==> config.mk <==
export PLATFORM = sky130hd
export DESIGN_NAME = game_session_ctrl
export DESIGN_NICKNAME = d
export VERILOG_FILES = /design/src/rtl/game_pkg.sv /design/src/rtl/game_tick_div.sv /design/src/rtl/game_session_ctrl.sv
export SDC_FILE = /design/constraint.sdc
export NUM_CORES = 1
export LEC_CHECK = 0
export ABC_CLOCK_PERIOD_IN_PS = 9000
export BUFFER_PORTS_ARGS = -buffer_cell sky130_fd_sc_hd__clkbuf_2
export CELL_PAD_IN_SITES_DETAIL_PLACEMENT = 1
export CELL_PAD_IN_SITES_GLOBAL_PLACEMENT = 2
export CORE_AREA = 8 8 109 111
export CTS_BUF_LIST = sky130_fd_sc_hd__clkbuf_16
export DETAILED_ROUTE_END_ITERATION = 12
export DIE_AREA = 0 0 117 119
export GPL_TIMING_DRIVEN = 0
export PLACE_DENSITY_LB_ADDON = 0.25
export SYNTH_ARGS = -nofsm -noshare
export SYNTH_HDL_FRONTEND = slang
export SYNTH_SLANG_ARGS = --single-unit
==> constraint.sdc <==
create_clock -name clock -period 9 [get_ports clock]
set_clock_uncertainty 0.05 [all_clocks]
set_input_delay 1.8 -clock clock [delete_from_list [all_inputs] [get_ports clock]]
set_output_delay 1.8 -clock clock [all_outputs]
set_load 0.05 [all_outputs]
==> src/rtl/game_pkg.sv <==
// rtl/game_pkg.sv - shared states, mode codes and bonus window for the game session controller
package game_pkg;

  typedef enum logic [1:0] {
    IDLE = 2'd0,
    RUN  = 2'd1,
    DONE = 2'd2
  } game_state_t;

  localparam logic MODE_TIMED   = 1'b0;
  localparam logic MODE_RACE    = 1'b1;
  localparam int   BONUS_WINDOW = 5;

endpackage

==> src/rtl/game_tick_div.sv <==
// rtl/game_tick_div.sv - game-time tick divider, counts 0..TICK_DIV-1 while enabled
module game_tick_div #(
  parameter int TICK_DIV = 50000000
) (
  input  logic clock,
  input  logic reset,
  input  logic clear,
  input  logic enable,
  output logic tick
);

  localparam int CNT_W = (TICK_DIV > 2) ? $clog2(TICK_DIV) : 1;
  localparam logic [CNT_W-1:0] LAST = CNT_W'(TICK_DIV - 1);

  logic [CNT_W-1:0] cnt_q;

  always_ff @(posedge clock) begin
    if (!reset || clear) begin
      cnt_q <= '0;
    end else if (enable) begin
      cnt_q <= (cnt_q == LAST) ? '0 : cnt_q + 1'b1;
    end
  end

  assign tick = enable && (cnt_q == LAST);

endmodule

==> src/rtl/game_session_ctrl.sv <==
// rtl/game_session_ctrl.sv - basketball game session FSM: timed/race modes, scoring, leaderboard strobe
// Optional GAME_BONUS_EN: doubles makes in timed mode during the final-seconds window.
module game_session_ctrl
  import game_pkg::*;
#(
  parameter int NUM_HOOPS  = 3,
  parameter int SCORE_W    = 8,
  parameter int TIME_W     = 8,
  parameter int TICK_DIV   = 50000000,
  parameter int START_TIME = 30,
  parameter int END_SCORE  = 10
) (
  input  logic                 clock,
  input  logic                 reset,
  input  logic                 mode,
  input  logic                 start,
  input  logic [NUM_HOOPS-1:0] hoop_make,
  output logic [SCORE_W-1:0]   score,
  output logic [TIME_W-1:0]    time_disp,
  output logic                 running,
  output logic                 game_over,
  output logic                 lb_update,
  output logic [((SCORE_W > TIME_W) ? SCORE_W : TIME_W)-1:0] lb_value
);

  localparam int LB_W  = (SCORE_W > TIME_W) ? SCORE_W : TIME_W;
  localparam int ADD_W = $clog2(2 * NUM_HOOPS + 1);
  localparam int SUM_W = SCORE_W + ADD_W + 1;
  localparam logic [SCORE_W-1:0] SCORE_MAX = '1;
  localparam logic [TIME_W-1:0]  TIME_MAX  = '1;

  game_state_t        state_q, state_d;
  logic               mode_q, mode_d;
  logic [SCORE_W-1:0] score_q, score_d;
  logic [TIME_W-1:0]  remaining_q, remaining_d;
  logic [TIME_W-1:0]  elapsed_q, elapsed_d;
  logic [TIME_W-1:0]  time_disp_q, time_disp_d;
  logic               lb_update_q, lb_update_d;
  logic [LB_W-1:0]    lb_value_q, lb_value_d;
  logic [ADD_W-1:0]   pop, add;
  logic [SUM_W-1:0]   sum;
  logic               tick;

  game_tick_div #(.TICK_DIV(TICK_DIV)) u_tick_div (
    .clock  (clock),
    .reset  (reset),
    .clear  (state_q != RUN),
    .enable (state_q == RUN),
    .tick   (tick)
  );

  always_comb begin
    pop = '0;
    for (int i = 0; i < NUM_HOOPS; i++) begin
      pop = pop + ADD_W'(hoop_make[i]);
    end
`ifdef GAME_BONUS_EN
    add = (mode_q == MODE_TIMED && remaining_q <= TIME_W'(BONUS_WINDOW)) ? ADD_W'(pop << 1) : pop;
`else
    add = pop;
`endif
  end

  always_comb begin
    state_d     = state_q;
    mode_d      = mode_q;
    score_d     = score_q;
    remaining_d = remaining_q;
    elapsed_d   = elapsed_q;
    lb_update_d = 1'b0;
    lb_value_d  = lb_value_q;
    sum         = SUM_W'(score_q) + SUM_W'(add);
    case (state_q)
      IDLE, DONE: begin
        if (start) begin
          state_d     = RUN;
          mode_d      = mode;
          score_d     = '0;
          remaining_d = TIME_W'(START_TIME);
          elapsed_d   = '0;
        end
      end
      RUN: begin
        if (mode_q == MODE_RACE) begin
          score_d = (sum >= SUM_W'(END_SCORE)) ? SCORE_W'(END_SCORE) : SCORE_W'(sum);
        end else begin
          score_d = (sum > SUM_W'(SCORE_MAX)) ? SCORE_MAX : SCORE_W'(sum);
        end
        if (tick) begin
          if (mode_q == MODE_TIMED) begin
            if (remaining_q != '0) remaining_d = remaining_q - 1'b1;
            if (remaining_q <= TIME_W'(1)) state_d = DONE;
          end else if (elapsed_q != TIME_MAX) begin
            elapsed_d = elapsed_q + 1'b1;
          end
        end
        if (mode_q == MODE_RACE && sum >= SUM_W'(END_SCORE)) state_d = DONE;
        // Strobe is registered, so it lands on the first DONE cycle with the final values.
        if (state_d == DONE) begin
          lb_update_d = 1'b1;
          lb_value_d  = (mode_q == MODE_RACE) ? LB_W'(elapsed_d) : LB_W'(score_d);
        end
      end
      default: state_d = IDLE;
    endcase
    time_disp_d = mode_d ? elapsed_d : remaining_d;
  end

  always_ff @(posedge clock) begin
    if (!reset) begin
      state_q     <= IDLE;
      mode_q      <= MODE_TIMED;
      score_q     <= '0;
      remaining_q <= TIME_W'(START_TIME);
      elapsed_q   <= '0;
      time_disp_q <= TIME_W'(START_TIME);
      lb_update_q <= 1'b0;
      lb_value_q  <= '0;
    end else begin
      state_q     <= state_d;
      mode_q      <= mode_d;
      score_q     <= score_d;
      remaining_q <= remaining_d;
      elapsed_q   <= elapsed_d;
      time_disp_q <= time_disp_d;
      lb_update_q <= lb_update_d;
      lb_value_q  <= lb_value_d;
    end
  end

  assign score     = score_q;
  assign time_disp = time_disp_q;
  assign running   = (state_q == RUN);
  assign game_over = (state_q == DONE);
  assign lb_update = lb_update_q;
  assign lb_value  = lb_value_q;

endmodule

==> impl_metrics.env, run 1 <==
export IMPL_synth_area_um2=3820
export IMPL_path_class="in2reg"
export IMPL_combPwrFrac_pct=8.5
export IMPL_cts_buffers=9
export IMPL_path_max_fanout=10
export IMPL_tightest_slew_ns=1.33
export IMPL_first_iter_violations=185
export IMPL_sequentialPowerShare_pct=43.3
export IMPL_finalHoldViolCount=0
export IMPL_syn_nets=472
export IMPL_grt_max_degree=13
export IMPL_crit_arrival_ns=4.72
export IMPL_clkPwrFrac_pct=48.2
export IMPL_syn_instance_count=457
export IMPL_start_kind="input port"
export IMPL_drv_slew=0
export IMPL_top_level_ports=34
export IMPL_final_cell_mix="dfxtp_1, nor2_1, nand2_1"
export IMPL_wl_mm=11.4
export IMPL_net_switching_power_uw=187
export IMPL_clkSinkCount=70
export IMPL_rsz0062_at_grt="no"
export IMPL_fill_cells=1235
export IMPL_internal_power_uw=544
export IMPL_io_buffers=33
export IMPL_critical_path_buf_inv_count=3
export IMPL_antenna_found_initial=0
export IMPL_n_antenna_cell=0
export IMPL_sw_frac_of_total_pct=25.5
export IMPL_power_leakage_nw=1.65
export IMPL_rows=37
export IMPL_ys_ff_latch=70
export IMPL_clkLatencyLatePin_ns=0.33
export IMPL_hold_path_class="reg2reg"
export IMPL_clk_pin_slew_ns=0.06
export IMPL_slew_headroom_pct=10.7
export IMPL_final_setup_tns_ns=0
export IMPL_dr_pass1_iters=4
export IMPL_post_cts_resized=0
export IMPL_cp_common_cell="fa_1"
export IMPL_design_power_total_uw=730
export IMPL_setup_viol=0
export IMPL_slowest_delay_ns=0.58
export IMPL_die_w_um=117
export IMPL_dieHeight_um=119
export IMPL_via_per_inst=5.50
export IMPL_synth_edf_count=0
export IMPL_fin_crit_ns=4.51
export IMPL_gr_total_overflow=0
export IMPL_postRouteAntennaNets=0
export IMPL_final_nets=516
export IMPL_grt_pass1_vias=3610
export IMPL_synthFlopType="dfxtp_1"
export IMPL_die_area_um2=13900
export IMPL_timing_fmax_mhz=222
export IMPL_cap_violations=0
export IMPL_synth_avg_cell_area_um2=8.36
export IMPL_wl_per_cell_um=17.8
export IMPL_drive_above_1_share_pct=12.8
export IMPL_post_place_cells=626
export IMPL_yosys_warnings=0
export IMPL_yosys_cell_types_count=68
export IMPL_finalWorstSetupSlack_ns=4.49
export IMPL_path_cells="clkbuf_2 > fa_1 > ha_1 > inv_1 > fa_1 > nand2_1 > a21oi_1 > a211oi_1 > or3_1 > buf_6 > o21ai_4 > mux2i_1"
export IMPL_grtUsageMet2_pct=27.0
export IMPL_power_density_nw_per_um2=164
export IMPL_fin_crit_sh_pct=50.1
export IMPL_dpl_hpwl_mm=8.83
export IMPL_crit_path_top_delay_cell="fa_1"
export IMPL_status="finished clean"
export IMPL_seq_area_frac_synth_pct=36.7
export IMPL_dpl_worst_slack_ns=4.14
export IMPL_grt_met1_usage_pct=23.2
export IMPL_cp_data_required_time_ns=9.21
export IMPL_clockRootBuffer="clkbuf_16"
export IMPL_busiest_layer="met2"
export IMPL_end_kind="register"
export IMPL_vias=3530
export IMPL_initial_utilization_pct=37.9
export IMPL_gp_congestion=0.857
export IMPL_fin_cells=642
export IMPL_postSynth_asyncResetShare_pct=0
export IMPL_use_met3_pct=2.73
export IMPL_grt_pass1_wl_mm=18.9
export IMPL_core_region_area_um2=10100
export IMPL_cts_max_path_buffers=2
export IMPL_area_delta_synth_final_pct=16.4
export IMPL_final_common_cell="dfxtp_1"
export IMPL_cts_tree="built"
export IMPL_crit_family="adder cells"
export IMPL_drc=0
export IMPL_cts_max_level=3
export IMPL_grt_util_all_layers_pct=17.2
export IMPL_ctsHoldBuffers=0
export IMPL_peakVddDrop_mv=0.0768
export IMPL_postCtsSetupBuffers=0
## metal layers
metal	part of all wire, %	routed length, um
met5	0	0
met4	1.3	152
met3	3.4	386
met2	46	5240
met1	50	5670
## cell type report
cell class	instances	area, um2	share of cell area, %
multi-input combinational	355	2280	51.4
sequential	70	1400	31.5
clock buffer	9	225	5.06
tap	136	170	3.83
timing repair buffer	33	165	3.71
buffer	18	83.8	1.88
clock inverter	7	65.1	1.46
inverter	14	52.6	1.18
## final timing paths
check	cells after the start	start	slack, ns	endpoint
worst max-delay path	12	hoop_make[0]	4.49	lb_value[4]
worst min-delay path	1	u_tick_div.cnt_q[0]	0.42	u_tick_div.cnt_q[0]
worst max register to register	11	score[0]	5.76	lb_value[4]
worst min register to register	1	u_tick_div.cnt_q[0]	0.42	u_tick_div.cnt_q[0]
## Yosys cell counts (4+ instances only)
master | n | area share (%)
dfxtp_1 | 70 | 37
nor2_1 | 57 | 5.6
nand2_1 | 46 | 4.5
nand3_1 | 26 | 3.4
a21oi_1 | 18 | 2.4
o21ai_0 | 16 | 2.1
mux2i_1 | 15 | 3.9
nor3_1 | 14 | 1.8
inv_1 | 13 | 1.3
xnor2_1 | 13 | 3.0
clkbuf_1 | 12 | 1.2
nand4_1 | 10 | 1.6
xor2_1 | 10 | 2.3
and2_1 | 8 | 1.3
nor4_1 | 8 | 1.3
or3_1 | 8 | 1.3
and3_1 | 7 | 1.1
o31ai_1 | 7 | 1.4
ha_1 | 6 | 2.0
a22o_1 | 5 | 1.1
a211o_1 | 4 | 0.92
a211oi_1 | 4 | 0.79
nor2b_1 | 4 | 0.65
or4_1 | 4 | 0.79
## registers in the layout, indices dropped and copies added (netlist names)
register	flops
elapsed_q	8
score	8
mode_q	1
time_disp	8
u_tick_div.cnt_q	26
lb_update	1
remaining_q	8
state_q	2
lb_value	8
## kinds of logic (layout without fill, tap and decap cells)
kind of cell	after synthesis	after routing	synth area share (%)
compound gates	85	85	15.7
xor+xnor	23	23	5.27
fa+ha+maj	8	8	3.01
buf+inv	32	81	3.57
flops	70	70	36.7
mux	16	16	4.22
simple gates	223	223	31.6
## metrics by stage
stage	hold slack, ns	area, um2	util (%)
finish	0.416	4450	44.1
global route	0.434	4450	44.1
CTS	0.417	4450	44.1
detailed placement	0.407	4160	41.2
global placement	0.397	4160	41.2
floorplan	0.380	3820	-
## power by group through the flow
stage	clock, mW	sequential (mW)	combinational [mW]
6_report	0.352	0.316	0.0623
5_1_grt	0.375	0.316	0.0684
4_1_cts	0.360	0.316	0.0629
3_5_place_dp	0	0.323	0.0628
3_3_place_gp	0	0.323	0.0619
2_1_floorplan	0	0.332	0.0334
No activity file was read; power rests on OpenSTA's default activity.
==> run 2, diff against run 1 <==
ABC_CLOCK_PERIOD_IN_PS = 4030   (was 9000)
CORE_AREA = 8 8 117 119   (was 8 8 109 111)
DIE_AREA = 0 0 125 127   (was 0 0 117 119)
clock period = 4.03 ns   (was 9 ns; I/O delays follow)
==> impl_metrics.env, run 2 (same netlist as run 1, synthesis figures left out) <==
export IMPL_dr_pass1_iters=4
export IMPL_clkLatencyLatePin_ns=0.34
export IMPL_power_density_nw_per_um2=366
export IMPL_first_iter_violations=275
export IMPL_drv_slew=0
export IMPL_end_kind="register"
export IMPL_hold_end="lb_value[7]"
export IMPL_top_level_ports=34
export IMPL_r2r_start="score[0]"
export IMPL_cts_buffers=9
export IMPL_slew_headroom_pct=15.2
export IMPL_cap_violations=0
export IMPL_timing_fmax_mhz=283
export IMPL_hold_path_class="reg2reg"
export IMPL_crit_arrival_ns=3.75
export IMPL_largest_register_ff_count=26
export IMPL_dpl_cell_area_um2=4170
export IMPL_drc=0
export IMPL_sequentialPowerShare_pct=43.2
export IMPL_peakVddDrop_mv=0.184
export IMPL_clockRootBuffer="clkbuf_16"
export IMPL_power_leakage_nw=1.65
export IMPL_dieHeight_um=127
export IMPL_start_kind="input port"
export IMPL_area_delta_synth_final_pct=16.8
export IMPL_dpl_hpwl_mm=9.19
export IMPL_cts_max_path_buffers=2
export IMPL_clkPwrFrac_pct=48.2
export IMPL_drive_above_1_share_pct=12.8
export IMPL_status="finished clean"
export IMPL_postRouteAntennaNets=0
export IMPL_largest_register="u_tick_div.cnt_q"
export IMPL_ff2ff_path_depth=11
export IMPL_tightest_slew_ns=1.26
export IMPL_setup_viol=0
export IMPL_clkSinkCount=70
export IMPL_cts_max_level=3
export IMPL_final_nets=516
export IMPL_hold_start="lb_value[7]"
export IMPL_fin_area_um2=4460
export IMPL_post_cts_resized=0
export IMPL_gp_congestion=0.809
export IMPL_combPwrFrac_pct=8.6
export IMPL_ctsHoldBuffers=0
export IMPL_via_per_inst=5.40
export IMPL_finalHoldViolCount=0
export IMPL_min_path_cells=2
export IMPL_fin_crit_ns=3.53
export IMPL_final_setup_tns_ns=0
export IMPL_n_antenna_cell=0
export IMPL_die_w_um=125
export IMPL_core_region_area_um2=11800
export IMPL_fin_crit_sh_pct=87.6
export IMPL_final_cell_mix="dfxtp_1, nor2_1, nand2_1"
export IMPL_grt_pass1_vias=3578
export IMPL_timing_hold_ws_ns=0.413
export IMPL_rsz0062_at_grt="no"
export IMPL_wl_mm=11.9
export IMPL_clk_pin_slew_ns=0.06
export IMPL_grt_max_degree=13
export IMPL_postCtsSetupBuffers=0
export IMPL_io_buffers=33
export IMPL_antenna_found_initial=0
export IMPL_internal_power_mw=1.21
export IMPL_gr_total_overflow=0
export IMPL_final_common_cell="dfxtp_1"
export IMPL_design_power_total_mw=1.63
export IMPL_initial_utilization_pct=32.4
export IMPL_sw_frac_of_total_pct=25.6
export IMPL_timing_rr_end="lb_value[4]"
export IMPL_grt_util_all_layers_pct=15.5
export IMPL_path_class="in2reg"
export IMPL_rows=40
export IMPL_crit_start="hoop_make[0]"
export IMPL_die_area_um2=15900
export IMPL_fin_util_pct=37.8
export IMPL_net_switching_power_uw=418
export IMPL_path_max_fanout=10
export IMPL_ff2ff_setup_slack_ns=0.78
export IMPL_cts_tree="built"
export IMPL_cp_data_required_time_ns=4.25
export IMPL_wl_per_cell_um=18.3
export IMPL_grt_pass1_wl_mm=19.6
export IMPL_vias=3526
## run 2: changes by cell type in the layout (fill, tap and decap cells not counted), sizes merged
cell	change
clkinv	-3
clkinvlp	+2
inv	+1
## run 2: how the worst max path moves through the flow
stage / end / slack, ns / cells after the start
after global placement: lb_value[4] / 0.20 / 12
after floorplan: lb_value[0] / 0.56 / 10
final: lb_value[4] / 0.50 / 12
after detailed placement: lb_value[3] / 0.16 / 12
after global routing: lb_value[0] / 0.28 / 12
after CTS: lb_value[1] / 0.51 / 12
## run 2: stage by stage
step	setup WS, ns	std cells
global placement	0.203	637
floorplan	0.563	457
detailed placement	0.165	637
CTS	0.512	653
global route	0.281	653
finish	0.501	653
## run 2: cell type report
cell class                 instances  area [um2]
fill                            1442        7350
multi-input combinational        355        2280
sequential                        70        1400
clock buffer                       9         225
tap                              147         184
timing repair buffer              33         165
buffer                            18        83.8
clock inverter                     7        66.3
inverter                          14        52.6
## run 2: critical path, cell delays in order
cell and delay (ns):
clkbuf_2 0.10, fa_1 0.54, ha_1 0.19, inv_1 0.06, fa_1 0.58, nand2_1 0.08, a21oi_1 0.15, a211oi_1 0.10
or3_1 0.39, buf_6 0.15, o21ai_4 0.37, mux2i_1 0.23
## run 2: power groups by stage
stage / Sequential [mW] / Combinational [mW] / Clock, mW
6_report: 0.706 / 0.140 / 0.787
5_1_grt: 0.707 / 0.155 / 0.838
4_1_cts: 0.706 / 0.142 / 0.805
3_5_place_dp: 0.721 / 0.141 / 0
3_3_place_gp: 0.721 / 0.140 / 0
2_1_floorplan: 0.742 / 0.0747 / 0
## run 2: per-layer routing
metal / part of all wire [%] / vias to the layer above / global-route usage [%]
met4: 1.9 / 0 / 6.88
met1: 50 / 1701 / 20.5
met2: 44 / 56 / 24.0
met3: 3.6 / 17 / 3.04
li1: - / 1752 / -
met5: 0 / - / 0
==> run 3, diff against run 2 <==
CORE_AREA = 8 8 134 105   (was 8 8 117 119)
DIE_AREA = 0 0 142 113   (was 0 0 125 127)
==> impl_metrics.env, run 3 (same netlist as run 1, synthesis figures left out) <==
export IMPL_status="finished clean"
export IMPL_wl_per_cell_um=17.8
export IMPL_end_kind="register"
export IMPL_die_w_um=142
export IMPL_crit_family="adder cells"
export IMPL_cp_data_required_time_ns=4.23
export IMPL_largest_register="u_tick_div.cnt_q"
export IMPL_drc=0
export IMPL_ff2ff_setup_slack_ns=0.71
export IMPL_fill_cells=1438
export IMPL_busiest_layer="met2"
export IMPL_die_area_um2=16000
export IMPL_rows=35
export IMPL_final_setup_tns_ns=0
export IMPL_fin_crit_sh_pct=89.4
export IMPL_crit_start="hoop_make[0]"
export IMPL_finalHoldViolCount=0
export IMPL_ff2ff_path_depth=11
export IMPL_final_cell_mix="dfxtp_1, nor2_1, nand2_1"
export IMPL_drv_slew=0
export IMPL_gp_congestion=0.804
export IMPL_peakVddDrop_mv=0.213
export IMPL_grtUsageMet2_pct=22.8
export IMPL_timing_fmax_mhz=278
export IMPL_first_iter_violations=170
export IMPL_setup_viol=0
export IMPL_dr_pass1_iters=4
export IMPL_final_nets=516
export IMPL_grt_pass1_vias=3629
export IMPL_cts_tree="built"
export IMPL_power_density_nw_per_um2=367
export IMPL_path_max_fanout=10
export IMPL_largest_register_ff_count=26
export IMPL_path_class="in2reg"
export IMPL_antenna_found_initial=0
export IMPL_drive_above_1_share_pct=13.0
export IMPL_tightest_slew_ns=1.33
export IMPL_clockRootBuffer="clkbuf_16"
export IMPL_ctsHoldBuffers=0
export IMPL_crit_path_top_delay_cell="fa_1"
export IMPL_wl_mm=12.0
export IMPL_postRouteAntennaNets=0
export IMPL_initial_utilization_pct=32.0
export IMPL_area_delta_synth_final_pct=17.6
export IMPL_cts_max_level=3
export IMPL_top_level_ports=34
export IMPL_grt_met1_usage_pct=21.9
export IMPL_dieHeight_um=113
export IMPL_io_buffers=33
export IMPL_clkSinkCount=70
export IMPL_fin_util_pct=37.6
export IMPL_cts_buffers=9
export IMPL_finalWorstSetupSlack_ns=0.427
export IMPL_grt_max_degree=14
export IMPL_crit_end="lb_value[5]"
export IMPL_use_met3_pct=3.91
export IMPL_post_cts_resized=0
export IMPL_power_leakage_nw=1.65
export IMPL_r2r_start="score[0]"
export IMPL_clk_pin_slew_ns=0.06
export IMPL_path_cells="clkbuf_2 > fa_1 > ha_1 > inv_1 > fa_1 > nand2_1 > a21oi_1 > a211oi_1 > or3_1 > buf_6 > o21ai_4 > mux2i_1"
export IMPL_critical_path_buf_inv_count=3
export IMPL_timing_rr_end="lb_value[5]"
export IMPL_cp_common_cell="fa_1"
export IMPL_via_per_inst=5.39
export IMPL_crit_arrival_ns=3.81
export IMPL_hold_path_class="reg2reg"
export IMPL_dpl_worst_slack_ns=0.101
export IMPL_rsz0062_at_grt="no"
export IMPL_vias=3619
export IMPL_cap_violations=0
export IMPL_slowest_delay_ns=0.60
export IMPL_clkLatencyLatePin_ns=0.33
export IMPL_dpl_hpwl_mm=9.11
export IMPL_worst_path_stages=12
export IMPL_start_kind="input port"
export IMPL_grt_pass1_wl_mm=19.7
export IMPL_gr_total_overflow=0
export IMPL_postCtsSetupBuffers=0
export IMPL_final_common_cell="dfxtp_1"
export IMPL_cts_max_path_buffers=2
export IMPL_n_antenna_cell=0
export IMPL_fin_crit_ns=3.60
export IMPL_grt_util_all_layers_pct=15.4
export IMPL_core_region_area_um2=12000
export IMPL_slew_headroom_pct=10.6
## run 3: cell types whose count changed in the layout (fill, tap and decap cells not counted), sizes merged
cell    change
clkinv      +1
inv         -1
## run 3: area by class of cell
class	count	area [um2]	area share, %
clock inverters	7	75.1	1.67
repair buffers	33	165	3.67
flip-flops and latches	70	1400	31.2
multi-input cells	355	2280	50.8
plain buffers	18	83.8	1.86
inverters	14	52.6	1.17
clock buffers	9	225	5.01
well taps	166	208	4.62
## run 3: metrics by stage
stage / hold slack, ns / total power, mW / area [um2] / instances
floorplan: 0.380 / 0.817 / 3820 / 457
global placement: 0.396 / 0.861 / 4200 / 656
detailed placement: 0.407 / 0.862 / 4200 / 656
CTS: 0.416 / 1.67 / 4500 / 672
global route: 0.429 / 1.71 / 4500 / 672
finish: 0.411 / 1.65 / 4500 / 672
## run 3: layer usage
metal / part of all wire [%] / vias to the layer above / wire, um
li1: - / 1750 / -
met1: 53 / 1796 / 6300
met2: 42 / 64 / 5060
met3: 4.4 / 9 / 532
met4: 0.88 / 0 / 106
met5: 0 / - / 0
## run 3: worst min path at each step
stage,end,cells past startpoint,startpoint
after global placement,lb_value[6],2,lb_value[6]
after CTS,lb_value[6],2,lb_value[6]
after global routing,lb_value[6],2,lb_value[6]
final,lb_value[6],2,lb_value[6]
after detailed placement,lb_value[6],2,lb_value[6]
after floorplan,u_tick_div.cnt_q[0],1,u_tick_div.cnt_q[0]
## run 3: power breakdown
part / switching, mW / internal, mW / total [mW]
Clock: 0.321 / 0.480 / 0.801
Combinational: 0.102 / 0.0393 / 0.141
Sequential: 0.00564 / 0.700 / 0.706
## run 3: worst register-to-register path: cells and delay by family, from the launching register on
kind / cells / cell delay, ns
muxes: 1 / 0.25
AOI/OAI and AO/OA: 3 / 0.61
DFF: 1 / 0.34
buffers and inverters: 2 / 0.21
and+or+nand+nor: 2 / 0.49
adders and majority gates: 3 / 1.30
